<file path="src/rtl/ex2_pkg.sv">
// Shared types and constants for the operand sequencer and the multiply-add stage pair.
package ex2_pkg;

   typedef enum logic [2:0] {IDLE, A, B, C, GAP} seq_state_t;

   localparam int unsigned MADD_LATENCY = 3;

   localparam logic [2:0] ALU_ADD = 3'b000;
   localparam logic [2:0] ALU_MUL = 3'b010;

endpackage

</file>
<file path="src/rtl/operand_sequencer_triple_fifo.sv">
// FIFO of packed {a,b,c} operand triples with occupancy count.
module triple_fifo #(
   parameter int unsigned WIDTH = 32,
   parameter int unsigned DEPTH = 4
) (
   input  logic                     clk,
   input  logic                     rst_n,
   input  logic                     push,
   input  logic                     pop,
   input  logic [3*WIDTH-1:0]       wr_data,
   output logic [3*WIDTH-1:0]       rd_data,
   output logic [$clog2(DEPTH):0]   count,
   output logic                     full,
   output logic                     empty
);

   localparam int unsigned AW = $clog2(DEPTH);
   localparam logic [AW:0] FULL_CNT = (AW+1)'(DEPTH);

   logic [3*WIDTH-1:0] mem [DEPTH];
   logic [AW-1:0]      wptr;
   logic [AW-1:0]      rptr;
   logic               push_ok;
   logic               pop_ok;

   assign full    = (count == FULL_CNT);
   assign empty   = (count == '0);
   assign push_ok = push & ~full;
   assign pop_ok  = pop & ~empty;
   assign rd_data = mem[rptr];

   // Pointers wrap naturally because DEPTH is a power of two.
   always_ff @(posedge clk or negedge rst_n) begin
      if (!rst_n) begin
         wptr  <= '0;
         rptr  <= '0;
         count <= '0;
      end else begin
         if (push_ok) wptr <= wptr + 1'b1;
         if (pop_ok)  rptr <= rptr + 1'b1;
         if (push_ok && !pop_ok)
            count <= count + 1'b1;
         else if (!push_ok && pop_ok)
            count <= count - 1'b1;
      end
   end

   always_ff @(posedge clk) begin
      if (push_ok) mem[wptr] <= wr_data;
   end

endmodule

</file>
<file path="src/rtl/operand_sequencer.sv">
// Buffers (a,b,c) triples and serialises each as three valid words followed by
// GAP idle cycles, feeding the multiply-add stage's validi/data_in stream.
module operand_sequencer
   import ex2_pkg::*;
#(
   parameter int unsigned WIDTH = 32,
   parameter int unsigned DEPTH = 4,
   parameter int unsigned GAP   = 1
) (
   input  logic                     clk,
   input  logic                     rst_n,
   input  logic                     in_valid,
   output logic                     in_ready,
   input  logic [WIDTH-1:0]         in_a,
   input  logic [WIDTH-1:0]         in_b,
   input  logic [WIDTH-1:0]         in_c,
   output logic                     validi,
   output logic [WIDTH-1:0]         op_data,
   output logic [$clog2(DEPTH):0]   fifo_count,
   output logic                     busy,
   output logic [15:0]              triples_sent
);

   localparam int unsigned GCW = (GAP > 1) ? $clog2(GAP) : 1;

   if (GAP < 1) begin : g_gap_check
      $error("operand_sequencer: GAP must be >= 1");
   end
   if (DEPTH < 2 || (DEPTH & (DEPTH - 1)) != 0) begin : g_depth_check
      $error("operand_sequencer: DEPTH must be a power of two >= 2");
   end

   seq_state_t           state;
   logic [GCW-1:0]       gap_cnt;
   logic [WIDTH-1:0]     hb;
   logic [WIDTH-1:0]     hc;
   logic                 push;
   logic                 pop;
   logic                 full;
   logic                 empty;
   logic [3*WIDTH-1:0]   rd_data;

   // Held low during reset so nothing is accepted while the FIFO is cleared.
   assign in_ready = rst_n & ~full;
   assign push     = in_valid & in_ready;
   assign busy     = (state != IDLE);

   always_comb begin
      pop = 1'b0;
      if (!empty && (state == IDLE || (state == ex2_pkg::GAP && gap_cnt == '0)))
         pop = 1'b1;
   end

   triple_fifo #(
      .WIDTH (WIDTH),
      .DEPTH (DEPTH)
   ) u_fifo (
      .clk     (clk),
      .rst_n   (rst_n),
      .push    (push),
      .pop     (pop),
      .wr_data ({in_a, in_b, in_c}),
      .rd_data (rd_data),
      .count   (fifo_count),
      .full    (full),
      .empty   (empty)
   );

   always_ff @(posedge clk or negedge rst_n) begin
      if (!rst_n) begin
         state        <= IDLE;
         validi       <= 1'b0;
         op_data      <= '0;
         hb           <= '0;
         hc           <= '0;
         gap_cnt      <= '0;
         triples_sent <= '0;
      end else begin
         unique case (state)
            A: begin
               validi  <= 1'b1;
               op_data <= hb;
               state   <= B;
            end
            B: begin
               validi  <= 1'b1;
               op_data <= hc;
               state   <= C;
            end
            C: begin
               validi       <= 1'b0;
               op_data      <= '0;
               gap_cnt      <= GCW'(GAP - 1);
               triples_sent <= triples_sent + 1'b1;
               state        <= ex2_pkg::GAP;
            end
            default: begin
               // IDLE, and GAP once its count has expired, share the pop path.
               if (state == ex2_pkg::GAP && gap_cnt != '0) begin
                  gap_cnt <= gap_cnt - 1'b1;
               end else if (pop) begin
                  validi  <= 1'b1;
                  op_data <= rd_data[3*WIDTH-1 -: WIDTH];
                  hb      <= rd_data[2*WIDTH-1 -: WIDTH];
                  hc      <= rd_data[WIDTH-1:0];
                  state   <= A;
               end else begin
                  validi  <= 1'b0;
                  op_data <= '0;
                  state   <= IDLE;
               end
            end
         endcase
      end
   end

endmodule
</file>
<file path="config.mk">
export PLATFORM = sky130hd
export DESIGN_NAME = operand_sequencer
export DESIGN_NICKNAME = d
export VERILOG_FILES = /design/src/rtl/ex2_pkg.sv /design/src/rtl/operand_sequencer_triple_fifo.sv /design/src/rtl/operand_sequencer.sv
export SDC_FILE = /design/constraint.sdc
export NUM_CORES = 1
export LEC_CHECK = 0
export ABC_AREA = 1
export CORE_MARGIN = 10
export CORE_UTILIZATION = 40
export CTS_CLUSTER_SIZE = 20
export DETAILED_ROUTE_END_ITERATION = 6
export GPL_TIMING_DRIVEN = 0
export SLEW_MARGIN = 20
export SYNTH_ARGS = -nofsm -noshare
export SYNTH_HDL_FRONTEND = slang
export SYNTH_SLANG_ARGS = --single-unit
</file>
<file path="constraint.sdc">
create_clock -name clk -period 10.7 [get_ports clk]
set_input_delay 2.14 -clock clk [delete_from_list [all_inputs] [get_ports clk]]
set_output_delay 2.14 -clock clk [all_outputs]
set_load 0.02 [all_outputs]
</file>
# Yosys cells after proc, flatten, opt, wreduce, memory -nomap -nowiden

Memories as Yosys holds them, arrays and structs flattened.
Index checks and enable logic that the tools add are counted.

Bits in writable memories: 384
Input bits: 99
Flip-flop bits (word level): 124
Logic and storage cells: 68
Memories kept: 1
Output and inout bits: 54

Memories:

| memory     | words | width | read ports | clocked after memory_dff | write ports | RTL line                            | RTL |
|---|---|---|---|---|---|---|---|
| u_fifo.mem | 4     | 96    | 1          | 0                        | 1           | operand_sequencer_triple_fifo.sv:20 | `logic [3*WIDTH-1:0] mem [DEPTH];` |

Add/sub/neg operators: 6
Reduce and logical (&&, ||, !) cells: 18
Bitwise operators: 10
Equal/unequal tests: 7
Muxes and demuxes: 16

Operator list:

| kind                  | number |
|---|---|
| $pmux 32 s3           | 1 |
| $mux 32               | 2 |
| $add 16x1->16 const B | 1 |
| $mux 3                | 3 |
| $pmux 3 s3            | 1 |
| $mux 1                | 7 |
| $eq 3x2->1 const B    | 2 |
| $eq 3x3->1 const B    | 2 |
| $logic_not 3->1       | 2 |
| $not 1->1             | 6 |
| $logic_and 1x1->1     | 5 |
| $add 2x1->2 const B   | 2 |
| $and 1x1->1           | 4 |
| $ne 4x1->1 const B    | 1 |
| $pmux 1 s2            | 2 |
| $reduce_bool 2->1     | 2 |
| $add 3x1->3 const B   | 1 |
| $eq 3x1->1 const B    | 1 |
| $logic_not 1->1       | 3 |
| $ne 3x2->1 const B    | 1 |
| $reduce_and 3->1      | 1 |
| $reduce_bool 3->1     | 1 |
| $reduce_or 3->1       | 1 |
| $sub 3x1->3 const B   | 1 |
| 4 further kinds       | 4 |

# Longest topological paths before layout

Gate-level depths: netlist of the first run.

Depth in word-level cells: 9
Depth in mapped cells: 10
Depth with buffers taken out: 10

# Modules after synthesis

From an unflattened synthesis of the first run, not the netlist that was laid out.

Cell total of the unflattened synthesis: 1766
Area, all modules: 20683.6 µm²

By module, submodules not included:

| module            | cells each | instances | seq. area each (µm²) | area each (µm²) |
|---|---|---|---|---|
| triple_fifo       | 1181       | 1         | 11706.2              | 15642.5 |
| operand_sequencer | 585        | 1         | 2927.8               | 5041.1 |

# Worst setup path after synthesis of the first run

OpenSTA, ideal clock, no wires.

Kind: input-to-reg
From: in rst_n
To: mem u_fifo.mem[0][0] (netlist bit) (enable)
Data required time: 10.148 ns
Slack: 3.267 ns
Path buffers: 0
Setup time: 0.552 ns
Stages: 4
Arrival: 6.881 ns
Path through: inv_1 a31oi_1 nand2_1 nor2_1

Word-level cells in the longest chain between the ends: 5

RTL lines:

| element                      | RTL line                            | RTL |
|---|---|---|
| from (decl)                  | operand_sequencer.sv:11             | `input logic rst_n,` |
| $and 1x1->1                  | operand_sequencer.sv:44             | `assign in_ready = rst_n & ~full;` |
| named net in_ready           | operand_sequencer.sv:13             | `output logic in_ready,` |
| $and 1x1->1                  | operand_sequencer.sv:45             | `assign push = in_valid & in_ready;` |
| $and 1x1->1                  | operand_sequencer_triple_fifo.sv:28 | `assign push_ok = push & ~full;` |
| $mux 1                       | operand_sequencer_triple_fifo.sv:49 | `if (push_ok) mem[wptr] <= wr_data;` |
| $mux 1 (not written as such) | operand_sequencer_triple_fifo.sv:49 |  |
| to (decl)                    | operand_sequencer_triple_fifo.sv:20 |  |

The timed path passes the listed nets, and every way through them passes these cells.

# Final worst setup path of the first run

From: in rst_n
To: out in_ready

Word-level cells in the longest chain between the ends: 1

RTL lines:

| element     | RTL line |
|---|---|
| $and 1x1->1 | operand_sequencer.sv:44 |
| to (decl)   | operand_sequencer.sv:13 |

No other way between the ends.

==> impl_metrics.csv, run 1 <==
group,metric,value,unit
hold_path,min-delay-start,"gap_cnt",
placed_design,io_buffers,152,
floorplanning,core_area,0.0491,mm²
setup_path,crit_start,"rst_n",
cells_and_area,syn_to_final_growth,22.7,%
floorplanning,start_util,40.6,%
sta,finClkSkew,0.0244,ns
drt,num_vias,13100,
floorplanning,io_pins,153,
synth,async_reset_ff_share,24.4,%
synth,synth_most_common_cell,"edfxtp_1",
cts,cts-resized-gates,0,
synth,synth.largest_area_cell,"edfxtp_1",
cells_and_area,post-route-util,49.8,%
synth,synth.top_cells.by_count,"edfxtp_1 (384), nand2_1 (369), nand3_1 (198)",
power,p_sw_share,36.8,%
sta,timing.final.ws_setup,5.33,ns
grt,grt_start_max_net_pins,99,
synth,synth_top_area_share,57.9,%
grt,grt_pass1_vias,12800,
sta,finalCriticalPeriod,5.37,ns
cts,cts_num_sinks,508,
cells_and_area,final_cells,2573,
power,power.total,6.78,mW
setup_path,start_kind,"primary input",
flow_run,drv_cap,0,
sta,slew_headroom,53.1,%
synth,synth.area.top_cells,"edfxtp_1 (58%), dfrtp_1 (16%), nand2_1 (7.0%)",
cts,cts_setup_buffers,0,
power,p_leak,9.13,nW
placed_design,placed_area,0.0228,mm²
floorplanning,die_h,243,µm
drt,drtPass1Iterations,5,
floorplanning,rows,81,
sta,final_max_slew_viol_count,0,
cts,cts_tree,"yes",
power,peakVddDrop,0.000143,V
synth,syn_inst,1643,
grt,grt_antenna_before_repair,3,
drt,wl_per_cell,21.0,µm
synth,yosys_warnings,0,
floorplanning,die-area,0.0591,mm²
setup_path,crit_arrival,3.23,ns
setup_path,reg2reg_from,"u_fifo.count[0]",
cells_and_area,stdcell_area,0.0244,mm²
hold_path,hold_path_class,"flip-flop to flip-flop",
cts,insertion_delay,0.62,ns
drt,final_antenna_net_count,0,
synth,ys_seq_area_share,73.5,%
placed_design,dpl.cell_count,2480,
synth,ys.flop_type,"edfxtp_1",
grt,grt_pass1_wl,81000,µm
sta,hold_viol,0,
drt,first_iter_violations,1353,
cts,postCtsHoldBufs,0,
setup_path,required,8.56,ns
run_status,status,"completed",
cts,clk_pin_slew,0.06,ns
drt,drc_errors,0,
sta,finalSetupViolations,0,
grt,globalRouteOverflowTotal,0,
power,p_int,4.28,mW
setup_path,path_max_fanout,28,
grt,grt.total_usage,18.0,%
cells_and_area,antenna-diode-count,0,
power,cellPowerDensity,277,mW/mm²
cts,clock_path_buffers,3,
sta,finalSetupTns,0,ns
cells_and_area,fill_cells,4356,
drt,via_per_inst,5.10,
cts,cts.htree.levels,2,
placed_design,dpl_worst_slack,5.30,ns
sta,hold_ws,0.499,ns
cells_and_area,fin_nets,1975,
synth,ys_types,30,
power,power_frac_seq,39.0,%
placed_design,gp_congestion,0.832,
cts,cts-root-buf,"clkbuf_16",
setup_path,cp-end-kind,"output pin",
placed_design,dp_hpwl,37300,µm
sta,clock.fmax,186,MHz
cells_and_area,drive_above_1_share,8.96,%
power,power_frac_clock,26.0,%
synth,syn_area_per_cell,12.1,µm²
synth,syn_nets,1749,
synth,ys_seq_elements,508,
cts,numCtsBuffers,51,
floorplanning,die_x,243,µm
sta,post-route-period-util,50.2,%
setup_path,regToRegSetupSlack,8.03,ns
synth,synth_edf_count,384,
setup_path,criticalPathCategory,"primary input to output pin",
power,combinationalPowerShare,35.0,%
sta,worst_slew_pin_slew,0.702,ns
sta,rsz0062_at_grt,"false",
drt,routed_wirelength,54000,µm
power,p_sw,2.49,mW
synth,netlist_area,0.0199,mm²
==> sequential cells by signal, summed over array words and instances (netlist names) <==
signal / flops
u_fifo.wptr: 2
hc: 32
state: 3
u_fifo.count: 3
hb: 32
u_fifo.rptr: 2
gap_cnt: 1
u_fifo.mem: 384
triples_sent: 16
validi: 1
op_data: 32
==> kinds of logic (layout without fill, tap and decap cells) <==
family                   after synthesis  count (layout)  synth area share [%]
adder cells (fa/ha/maj)                7               7                 0.477
buffers and inverters                191             457                  4.45
AND/OR/NAND/NOR                      725             725                  15.9
XOR/XNOR                              10              10                 0.440
flip-flops                           508             508                  73.5
AO/OA/AOI/OAI                        202             202                  5.32
==> area by class of cell <==
cell class	count	area [µm²]	share of cell area [%]
inverters	101	382	1.56
plain buffers	90	505	2.07
clock buffers	65	1380	5.64
well taps	664	831	3.40
repair buffers	173	2000	8.19
multi-input cells	944	4430	18.1
flip-flops and latches	508	14600	59.9
clock inverters	28	272	1.11
==> path summary, 6_finish.rpt <==
check,endpoint,cells after the start
max,in_ready,4
min,gap_cnt,2
max reg2reg,u_fifo.mem[1][32],7
min reg2reg,gap_cnt,2
max in group asynchronous,hb[13],2
min in group asynchronous,triples_sent[1],1
==> power groups by stage <==
stage          sequential (mW)  combinational (mW)  clock [mW]
2_1_floorplan             2.75                1.29           0
3_3_place_gp              2.73                2.28           0
3_5_place_dp              2.69                2.38           0
4_1_cts                   2.65                2.38        1.79
5_1_grt                   2.68                2.60        1.87
6_report                  2.65                2.37        1.76
==> cells in the final DEF, fill, tap and decap left out, types with 4 or more instances in the layout <==
| master | count |
|---|---|
| a21oi_1 | 7 |
| buf_12 | 12 |
| buf_16 | 8 |
| buf_2 | 37 |
| buf_4 | 12 |
| buf_6 | 10 |
| bufinv_16 | 4 |
| clkbuf_1 | 39 |
| clkbuf_16 | 51 |
| clkbuf_8 | 5 |
| clkdlybuf4s50_1 | 151 |
| clkinv_1 | 9 |
| clkinv_2 | 11 |
| dfrtp_1 | 124 |
| edfxtp_1 | 384 |
| ha_1 | 6 |
| inv_1 | 100 |
| nand2_1 | 369 |
| nand3_1 | 198 |
| nand3b_1 | 30 |
| nand4_1 | 8 |
| nor2_1 | 104 |
| nor2_2 | 4 |
| nor2_4 | 5 |
| o21ai_0 | 136 |
| o21ai_1 | 23 |
| o22ai_1 | 32 |
| xnor2_1 | 5 |
| xor2_1 | 5 |
==> critical path, stage by stage <==
cell and delay (ns):
buf_8 0.21, inv_1 0.06, a31oi_1 0.18, clkdlybuf4s50_1 0.64
==> routing by layer <==
| layer | share of wire, % | vias up | GRT usage [%] |
|---|---|---|---|
| met5 | 0.020 | - | 0 |
| li1 | - | 6152 | - |
| met2 | 47 | 471 | 28.5 |
| met1 | 44 | 6420 | 24.5 |
| met4 | 3.0 | 2 | 5.84 |
| met3 | 6.7 | 84 | 3.44 |
Note: power is estimated with default switching activity, not from simulation.
==> inputs of run 2 (changes only) <==
- clock period: 10.7 -> 4.7 ns (I/O delays scaled with it)
==> results of run 2 <==
Same layout as run 1 (identical final DEF). Status: completed.
Among the figures that moved: setup slack after placement 5.30 ns -> 1.28 ns; setup slack after layout 5.33 ns -> 1.73 ns; hold slack 0.499 ns -> 0.183 ns; register-to-register setup slack 8.03 ns -> 2.03 ns; total power 6.78 mW -> 15.4 mW; worst IR drop on VDD 0.000143 V -> 0.000326 V
==> inputs of run 3 (changes only) <==
- clock period: 4.7 -> 2.8 ns (I/O delays scaled with it)
==> run 3 against run 2 <==
Setup slack got worse by 1.6 ns; count of clock-buffer cells in the layout up 14; hold slack improved by 0.31 ns; critical path type unchanged; largest power group unchanged.
==> impl_metrics.csv, run 3 (same netlist as run 1, synthesis figures left out) <==
group,metric,value,unit
floorplanning,die_x,243,µm
placed_design,dp_hpwl,37400,µm
cts,numCtsBuffers,52,
flow_run,drv_cap,0,
grt,grt.total_usage,17.9,%
setup_path,criticalPathCategory,"primary input to output pin",
setup_path,crit_arrival,2.15,ns
floorplanning,die-area,0.0591,mm²
cells_and_area,max_flop_register,"u_fifo.mem",
cts,cts-root-buf,"clkbuf_16",
cts,cts-resized-gates,0,
cts,cts_tree,"yes",
cts,insertion_delay,0.60,ns
sta,finalSetupTns,0,ns
drt,wl_per_cell,20.9,µm
setup_path,crit_chain,"dlygate4sd3_1, buf_8, inv_8, a31oi_4, clkdlybuf4s50_1",
hold_path,hold_path_class,"flip-flop to flip-flop",
sta,post-route-period-util,96.8,%
placed_design,placed_area,0.0228,mm²
sta,clock.fmax,369,MHz
floorplanning,core_area,0.0491,mm²
setup_path,crit_family,"buffers and inverters",
setup_path,cp-end-kind,"output pin",
cts,cts_setup_buffers,0,
cts,cts_num_sinks,508,
placed_design,gp_congestion,0.834,
floorplanning,rows,81,
setup_path,crit_slowest_cell,"clkdlybuf4s50_1",
drt,first_iter_violations,1160,
cells_and_area,drive_above_1_share,9.30,%
grt,grt_pass1_vias,12900,
cells_and_area,post-route-util,49.9,%
floorplanning,io_pins,153,
hold_path,min-delay-start,"op_data[13]",
drt,drc_errors,0,
cells_and_area,syn_to_final_growth,22.9,%
sta,final_max_slew_viol_count,0,
setup_path,path_buf_inv,4,
drt,num_vias,13100,
grt,grt_start_max_net_pins,101,
setup_path,reg2reg_to,"u_fifo.mem[0][42]",
cts,cts.htree.levels,2,
floorplanning,start_util,40.6,%
power,cellPowerDensity,1060,mW/mm²
hold_path,worstHoldPathCells,2,
placed_design,io_buffers,152,
setup_path,reg2reg_from,"u_fifo.count[0]",
run_status,status,"completed",
cts,clock_path_buffers,3,
setup_path,path_max_fanout,3,
setup_path,rr_worst_depth,7,
hold_path,worst_hold_path.endpoint,"op_data[13]",
drt,routed_wirelength,53800,µm
sta,hold_ws,0.497,ns
grt,grt_pass1_wl,80500,µm
cts,clk_pin_slew,0.06,ns
cells_and_area,fill_cells,4309,
sta,rsz0062_at_grt,"false",
floorplanning,die_h,243,µm
grt,globalRouteOverflowTotal,0,
sta,finClkSkew,0.0165,ns
cells_and_area,layout_common_cells,"edfxtp_1 (384), nand2_1 (368), nand3_1 (198)",
cells_and_area,fin_nets,1976,
drt,via_per_inst,5.07,
power,p_leak,9.15,nW
setup_path,regToRegSetupSlack,0.33,ns
drt,final_antenna_net_count,0,
grt,grt_antenna_before_repair,1,
sta,finalCriticalPeriod,2.71,ns
sta,hold_viol,0,
sta,slew_headroom,49.5,%
sta,finalSetupViolations,0,
drt,drtPass1Iterations,5,
sta,worst_slew_pin_slew,0.756,ns
power,power.total,25.9,mW
setup_path,start_kind,"primary input",
cells_and_area,final_common_cell,"edfxtp_1",
cells_and_area,multiInputGateArea,0.00445,mm²
setup_path,critPathMaxStageDelay,0.65,ns
setup_path,required,2.24,ns
cells_and_area,stdcell_area,0.0245,mm²
cells_and_area,seq_area,0.0146,mm²
power,peakVddDrop,0.000496,V
cells_and_area,largest_reg_flops,384,
[run 3: worst max path at each step]
stage / start / end / slack (ns) / cells after the start
final: rst_n / in_ready / 0.09 / 5
after CTS: rst_n / in_ready / 0.04 / 5
after global placement: rst_n / u_fifo.mem[1][45] / -5.73 / 5
after floorplan: rst_n / u_fifo.mem[0][0] / -0.06 / 4
after global routing: rst_n / u_fifo.mem[0][45] / 0.001 / 9
after detailed placement: in_valid / u_fifo.mem[0][45] / -0.11 / 6
[run 3: worst register-to-register path, cell delays in order, from the launching register on]
cell	delay, ns
dfrtp_2	0.41
inv_1	0.09
a31oi_4	0.22
nand2_4	0.14
nor2_4	0.60
buf_12	0.28
buf_12	0.21
buf_16	0.20
[run 3: timing repair]
action,CTS,global route
hold endpoints to repair,24,0
hold buffers,2,0
setup endpoints to repair,0,20
[run 3: per-stage QoR]
stage | instances | setup slack, ns
after floorplan | 1643 | -0.0585
after global placement | 2459 | -5.73
after detailed placement | 2478 | -0.109
after CTS | 2577 | 0.0430
after global routing | 2578 | 0.00106
final | 2578 | 0.0909
[run 3: area by class of cell]
class	instances	area share [%]
sequential	508	59.8
buffer	90	2.06
timing repair buffer	173	8.13
tap	664	3.39
multi-input combinational	944	18.2
inverter	101	1.59
clock inverter	18	0.506
clock buffer	79	6.32
antenna	1	0.0102
[run 3: power by group]
group | leakage (nW) | total [mW] | switching, mW | internal, mW
clock | 0.831 | 6.75 | 2.84 | 3.91
combinational | 3.28 | 9.00 | 6.06 | 2.94
sequential | 5.03 | 10.1 | 0.546 | 9.57
[run 3: routing by layer]
layer | track usage, % | up-vias | wire length (µm)
met5 | 0 | - | 0
met4 | 7.08 | 0 | 1840
met3 | 3.17 | 87 | 3010
met2 | 29.3 | 407 | 25800
met1 | 23.3 | 6417 | 23100
li1 | - | 6153 | -
